$ cat config.mk
export PLATFORM = sky130hd
export DESIGN_NAME = traffic_control_param
export DESIGN_NICKNAME = d
export VERILOG_FILES = /design/src/rtl/traffic_control_param.sv
export SDC_FILE = /design/constraint.sdc
export NUM_CORES = 1
export LEC_CHECK = 0
export CAP_MARGIN = 25
export CORE_MARGIN = 2
export CORE_UTILIZATION = 35
export DETAILED_ROUTE_END_ITERATION = 10
export PLACE_DENSITY = 0.66
export SYNTH_ARGS = -nofsm -noshare
export SYNTH_HDL_FRONTEND = slang
export SYNTH_SLANG_ARGS = --single-unit
$ cat constraint.sdc
create_clock -name clk -period 3.3 [get_ports clk]
set_clock_uncertainty 0.1 [all_clocks]
set_input_delay 0.66 -clock clk [delete_from_list [all_inputs] [get_ports clk]]
set_output_delay 0.66 -clock clk [all_outputs]
set_load 0.01 [all_outputs]
$ cat src/rtl/traffic_control_param.sv
// traffic_control_param
// Two-approach intersection controller with configurable phase durations,
// all-red clearance, latched pedestrian requests with minimum-green early
// termination, and a flashing (night/fault) mode. Moore FSM driven by a
// single down-counter; lamp and walk outputs are registered from the
// next-state value so they change on the same edge as the state.
//
// Ports:
//   clk                               rising-edge clock
//   rst_a                             synchronous active-high reset
//   ped_req_ns / ped_req_ew           pedestrian requests (level or pulse)
//   flash_en                          request flashing mode
//   green_/yellow_/red_ns [LANES]     NS lamp buses (all bits equal)
//   green_/yellow_/red_ew [LANES]     EW lamp buses (all bits equal)
//   walk_ns / walk_ew                 walk lamps
//   state_o [3]                       current state encoding
module traffic_control_param #(
  parameter int LANES     = 3,
  parameter int GREEN_T   = 20,
  parameter int YELLOW_T  = 4,
  parameter int ALLRED_T  = 2,
  parameter int MIN_GREEN = 8,
  parameter int FLASH_T   = 5,
  parameter int CNT_W     = 8
) (
  input  logic             clk,
  input  logic             rst_a,
  input  logic             ped_req_ns,
  input  logic             ped_req_ew,
  input  logic             flash_en,
  output logic [LANES-1:0] green_ns,
  output logic [LANES-1:0] yellow_ns,
  output logic [LANES-1:0] red_ns,
  output logic [LANES-1:0] green_ew,
  output logic [LANES-1:0] yellow_ew,
  output logic [LANES-1:0] red_ew,
  output logic             walk_ns,
  output logic             walk_ew,
  output logic [2:0]       state_o
);

  typedef enum logic [2:0] {
    NS_GREEN  = 3'd0,
    NS_YELLOW = 3'd1,
    ALLRED_1  = 3'd2,
    EW_GREEN  = 3'd3,
    EW_YELLOW = 3'd4,
    ALLRED_2  = 3'd5,
    FLASH     = 3'd6
  } state_t;

  localparam logic [CNT_W-1:0] ZERO      = {CNT_W{1'b0}};
  localparam logic [CNT_W-1:0] ONE       = CNT_W'(1);
  localparam logic [CNT_W-1:0] GREEN_LD  = CNT_W'(GREEN_T - 1);
  localparam logic [CNT_W-1:0] YELLOW_LD = CNT_W'(YELLOW_T - 1);
  localparam logic [CNT_W-1:0] ALLRED_LD = CNT_W'(ALLRED_T - 1);
  localparam logic [CNT_W-1:0] FLASH_LD  = CNT_W'(FLASH_T - 1);
  // Counter value at which MIN_GREEN cycles of green have elapsed.
  localparam logic [CNT_W-1:0] EARLY_LIM = CNT_W'(GREEN_T - MIN_GREEN);

  // Lamp decode, bit order {g_ns, y_ns, r_ns, g_ew, y_ew, r_ew}.
  function automatic logic [5:0] lamp_decode(input state_t s, input logic blink_bit);
    case (s)
      NS_GREEN:  lamp_decode = 6'b100_001;
      NS_YELLOW: lamp_decode = 6'b010_001;
      ALLRED_1:  lamp_decode = 6'b001_001;
      EW_GREEN:  lamp_decode = 6'b001_100;
      EW_YELLOW: lamp_decode = 6'b001_010;
      ALLRED_2:  lamp_decode = 6'b001_001;
      FLASH:     lamp_decode = {1'b0, blink_bit, 1'b0, 1'b0, 1'b0, blink_bit};
      default:   lamp_decode = 6'b001_001;
    endcase
  endfunction

  state_t           state, state_n;
  logic [CNT_W-1:0] cnt, cnt_n;
  logic             blink, blink_n;
  logic             ped_ns_pend, ped_ns_pend_n;
  logic             ped_ew_pend, ped_ew_pend_n;
  logic             walk_ns_n, walk_ew_n;
  logic [5:0]       lamps;
  logic             ped_ns_any, ped_ew_any;

  // A request in the current cycle counts as pending immediately.
  assign ped_ns_any = ped_ns_pend | ped_req_ns;
  assign ped_ew_any = ped_ew_pend | ped_req_ew;

  // Next-state, counter, latch and walk logic.
  always_comb begin
    state_n       = state;
    cnt_n         = cnt - ONE;
    blink_n       = blink;
    walk_ns_n     = walk_ns;
    walk_ew_n     = walk_ew;
    ped_ns_pend_n = ped_ns_any;
    ped_ew_pend_n = ped_ew_any;
    case (state)
      NS_GREEN: begin
        if (flash_en || (cnt == ZERO) || (ped_ew_any && (cnt <= EARLY_LIM))) begin
          state_n   = NS_YELLOW;
          cnt_n     = YELLOW_LD;
          walk_ns_n = 1'b0;
        end else begin
          state_n = NS_GREEN;
        end
      end
      NS_YELLOW: begin
        if (cnt == ZERO) begin
          state_n = ALLRED_1;
          cnt_n   = ALLRED_LD;
        end else begin
          state_n = NS_YELLOW;
        end
      end
      ALLRED_1: begin
        if (cnt == ZERO) begin
          if (flash_en) begin
            state_n = FLASH;
            cnt_n   = FLASH_LD;
            blink_n = 1'b1;
          end else begin
            state_n       = EW_GREEN;
            cnt_n         = GREEN_LD;
            walk_ew_n     = ped_ew_any;
            ped_ew_pend_n = 1'b0;
          end
        end else begin
          state_n = ALLRED_1;
        end
      end
      EW_GREEN: begin
        if (flash_en || (cnt == ZERO) || (ped_ns_any && (cnt <= EARLY_LIM))) begin
          state_n   = EW_YELLOW;
          cnt_n     = YELLOW_LD;
          walk_ew_n = 1'b0;
        end else begin
          state_n = EW_GREEN;
        end
      end
      EW_YELLOW: begin
        if (cnt == ZERO) begin
          state_n = ALLRED_2;
          cnt_n   = ALLRED_LD;
        end else begin
          state_n = EW_YELLOW;
        end
      end
      ALLRED_2: begin
        if (cnt == ZERO) begin
          if (flash_en) begin
            state_n = FLASH;
            cnt_n   = FLASH_LD;
            blink_n = 1'b1;
          end else begin
            state_n       = NS_GREEN;
            cnt_n         = GREEN_LD;
            walk_ns_n     = ped_ns_any;
            ped_ns_pend_n = 1'b0;
          end
        end else begin
          state_n = ALLRED_2;
        end
      end
      FLASH: begin
        // The counter doubles as the blink half-period timer here.
        if (!flash_en) begin
          state_n = ALLRED_2;
          cnt_n   = ALLRED_LD;
        end else if (cnt == ZERO) begin
          blink_n = ~blink;
          cnt_n   = FLASH_LD;
        end else begin
          state_n = FLASH;
        end
      end
      default: begin
        state_n   = ALLRED_2;
        cnt_n     = ALLRED_LD;
        blink_n   = 1'b1;
        walk_ns_n = 1'b0;
        walk_ew_n = 1'b0;
      end
    endcase
  end

  // State, counter, latches and registered outputs.
  always_ff @(posedge clk) begin
    if (rst_a) begin
      state       <= ALLRED_2;
      cnt         <= ALLRED_LD;
      blink       <= 1'b1;
      ped_ns_pend <= 1'b0;
      ped_ew_pend <= 1'b0;
      walk_ns     <= 1'b0;
      walk_ew     <= 1'b0;
      lamps       <= 6'b001_001;
    end else begin
      state       <= state_n;
      cnt         <= cnt_n;
      blink       <= blink_n;
      ped_ns_pend <= ped_ns_pend_n;
      ped_ew_pend <= ped_ew_pend_n;
      walk_ns     <= walk_ns_n;
      walk_ew     <= walk_ew_n;
      lamps       <= lamp_decode(state_n, blink_n);
    end
  end

  assign green_ns  = {LANES{lamps[5]}};
  assign yellow_ns = {LANES{lamps[4]}};
  assign red_ns    = {LANES{lamps[3]}};
  assign green_ew  = {LANES{lamps[2]}};
  assign yellow_ew = {LANES{lamps[1]}};
  assign red_ew    = {LANES{lamps[0]}};
  assign state_o   = state;

endmodule

==> results_dict.tcl <==
set metrics [dict create \
    cts_setup_buffers 0 \
    cp_common_cell "a21oi_1" \
    wl_um 3340 \
    finalHoldViolCount 0 \
    r2r-end "lamps[0]$_SDFF_PP1_" \
    min_to "walk_ew$_SDFFE_PP0P_" \
    setup_viol 0 \
    timing.hold.ws_ns 0.378 \
    grtUsageTotal_pct 15.3 \
    cts_tree "built" \
    fmax_mhz 361 \
    vias 1357 \
    drv_cap 0 \
    ctsHoldBuffers 0 \
    critPathRequiredTime_ns 3.39 \
    setup_slack_ns 0.533 \
    synth_edf_count 0 \
    leakage_nw 0.653 \
    crit_path_top_delay_cell "clkdlybuf4s50_1" \
    grt_max_degree 25 \
    area_growth_pct 19.4 \
    cts.sinks 22 \
    dieArea_um2 4760 \
    synth_cell_types 57 \
    start_util_pct 36.7 \
    ctsResizeCount 0 \
    fin_crit_ns 2.77 \
    cts_inserted_buffers 3 \
    synthArstFlopShare_pct 0 \
    syn_nets 195 \
    r2r-start "cnt[0]$_SDFF_PP1_" \
    clock_path_buffers 2 \
    die_y_um 69.0 \
    grt_pass1_wl_um 5410 \
    p_per_area_nw_per_um2 984 \
    grt_antenna_before_repair 0 \
    avgViaCountPerCell 5.45 \
    worstPathCellList "clkdlybuf4s50_1 > nor4bb_1 > a21boi_1 > a21oi_1 > or3_1 > a21oi_1" \
    rsz0062_at_grt "false" \
    ant_nets 0 \
    min_period_over_period_pct 83.8 \
    relSlewSlack_pct 48.0 \
    rows 23 \
    crit_path_end_kind "flip-flop" \
    dpl.hpwl_um 2450 \
    rr_worst_depth 8 \
    hold_start "walk_ew$_SDFFE_PP0P_" \
    critical_path.top_delay_family "simple AND/OR/NAND/NOR gates" \
    mostFrequentLayoutCells "nor2_1, clkdlybuf4s50_1, dfxtp_1, a21oi_1, o21ai_0" \
    ff2ff_setup_slack_ns 0.74 \
    startpoint_type "primary input" \
    final_area_um2 1760 \
    critPathMaxFanout 14 \
    crit_buf_inv 1 \
    ys_ff_latch 22 \
    clkTransAtPathRegs_ns 0.08 \
    clock_latency_ns 0.27 \
    pre_cts_ws_ns 0.316 \
    ctsRootBufferMaster "clkbuf_8" \
    grt_pass1_vias 1145 \
    path_depth 6 \
    port_buffers 27 \
    status "completed" \
    arrival_ns 2.86 \
    drc_errors 0 \
    synth_top_flop_cell "dfxtp_1" \
    tightest_slew_ns 0.780 \
    seq_area_frac_synth_pct 29.8 \
    synth_warnings 0 \
    drive_above_1_share_pct 7.54 \
    wl_per_cell_um 13.4 \
    final.setup.tns_ns 0 \
    ir_drop_mv 0.571 \
    syn_area_per_cell_um2 7.86 \
    synthesis.area_um2 1480 \
    num_antenna_cells 0 \
    die_w_um 69.0 \
    synth_cells 188 \
    core_area_um2 4030 \
    boundaryPins 28 \
    place.gp.congestion 0.861 \
    slowest_delay_ns 0.65 \
    grt_overflow_total 0 \
    nNetsFinal 207 \
    slew_viol_final 0 \
    hold_path_depth 2 \
    htreeDepth 1 \
    drt_iter0_drc 110 \
    criticalPathCategory "in2reg" \
    hold_path_class "reg2reg" \
    dr.pass1.iters 4 \
    placed_cell_area_um2 1690 \
]
==> metal layers <==
| metal | up-vias | share of wire (%) | track usage, % |
|---|---|---|---|
| li1 | 686 | - | - |
| met1 | 616 | 46 | 20.7 |
| met2 | 47 | 46 | 23.8 |
| met3 | 8 | 6.7 | 3.41 |
| met4 | 0 | 2.2 | 5.64 |
| met5 | - | 0 | 0 |
==> sequential cells by signal, indices dropped and copies added (netlist names) <==
| signal | flops |
|---|---|
| walk_ns | 1 |
| blink | 1 |
| ped_ns_pend | 1 |
| cnt | 8 |
| state_o | 3 |
| lamps | 6 |
| walk_ew | 1 |
| ped_ew_pend | 1 |
==> where the power goes <==
| part | total, W | internal (W) | leakage [nW] | switching (W) |
|---|---|---|---|---|
| Sequential | 0.000494 | 0.000348 | 0.180 | 0.000146 |
| Combinational | 0.000988 | 0.000465 | 0.437 | 0.000522 |
| Clock | 0.000255 | 0.000162 | 0.0357 | 0.0000929 |
| Total | 0.00174 | 0.000975 | 0.653 | 0.000761 |
==> worst min-delay path, cell delays in order, from the launching register on <==
cell,delay (ns)
dfxtp_1,0.32
o21ai_0,0.06
a21oi_1,0.06
==> logic make-up after synthesis <==
group                      count (synthesis)  share of synthesized area, %
adders and majority gates                  2                          1.69
muxes                                      1                         0.677
and+or+nand+nor                           79                          30.3
AOI/OAI and AO/OA                         50                          23.4
DFF                                       22                          29.8
buffers and inverters                     27                          9.99
xor gates and xnor gates                   7                          4.15
==> Yosys cell counts, types with 2 or more instances <==
cell type  count  area share [%]
a21o_1         4             2.0
a21oi_1       15             5.1
a31oi_1        2            0.85
buf_4         12             6.1
clkbuf_1       7             1.8
dfxtp_1       22              30
ha_1           2             1.7
inv_1          6             1.5
nand2_1       10             2.5
nand2b_1       4             1.7
nand3_1        2            0.68
nand4_1        2            0.85
nor2_1        27             6.9
nor2b_1        4             1.7
nor3_1         8             2.7
nor4_1         3             1.3
o21ai_0       12             4.1
or3_1          2            0.85
xnor2_1        4             2.4
xor2_1         3             1.8
==> layout make-up <==
| class | count | area (µm²) |
|---|---|---|
| clock inverter | 1 | 30.0 |
| tap | 50 | 62.6 |
| fill | 412 | 2260 |
| sequential | 22 | 440 |
| inverter | 6 | 22.5 |
| clock buffer | 3 | 41.3 |
| multi-input combinational | 139 | 890 |
| timing repair buffer | 28 | 278 |
==> metrics by stage <==
step | util, % | total power (W) | cells
after global placement | 42.0 | 0.00148 | 245
after global routing | 43.8 | 0.00187 | 249
final | 43.8 | 0.00174 | 249
after detailed placement | 42.0 | 0.00148 | 245
after floorplan | - | 0.00123 | 188
after CTS | 43.8 | 0.00174 | 249
==> how the worst max path moves through the flow <==
stage / startpoint / to
final: flash_en / lamps[4]$_SDFF_PP0_
after floorplan: cnt[0]$_SDFF_PP1_ / lamps[0]$_SDFF_PP1_
after global placement: flash_en / lamps[4]$_SDFF_PP0_
after detailed placement: flash_en / lamps[4]$_SDFF_PP0_
after global routing: flash_en / lamps[4]$_SDFF_PP0_
after CTS: flash_en / lamps[4]$_SDFF_PP0_
No activity file was read; power rests on OpenSTA's default activity.
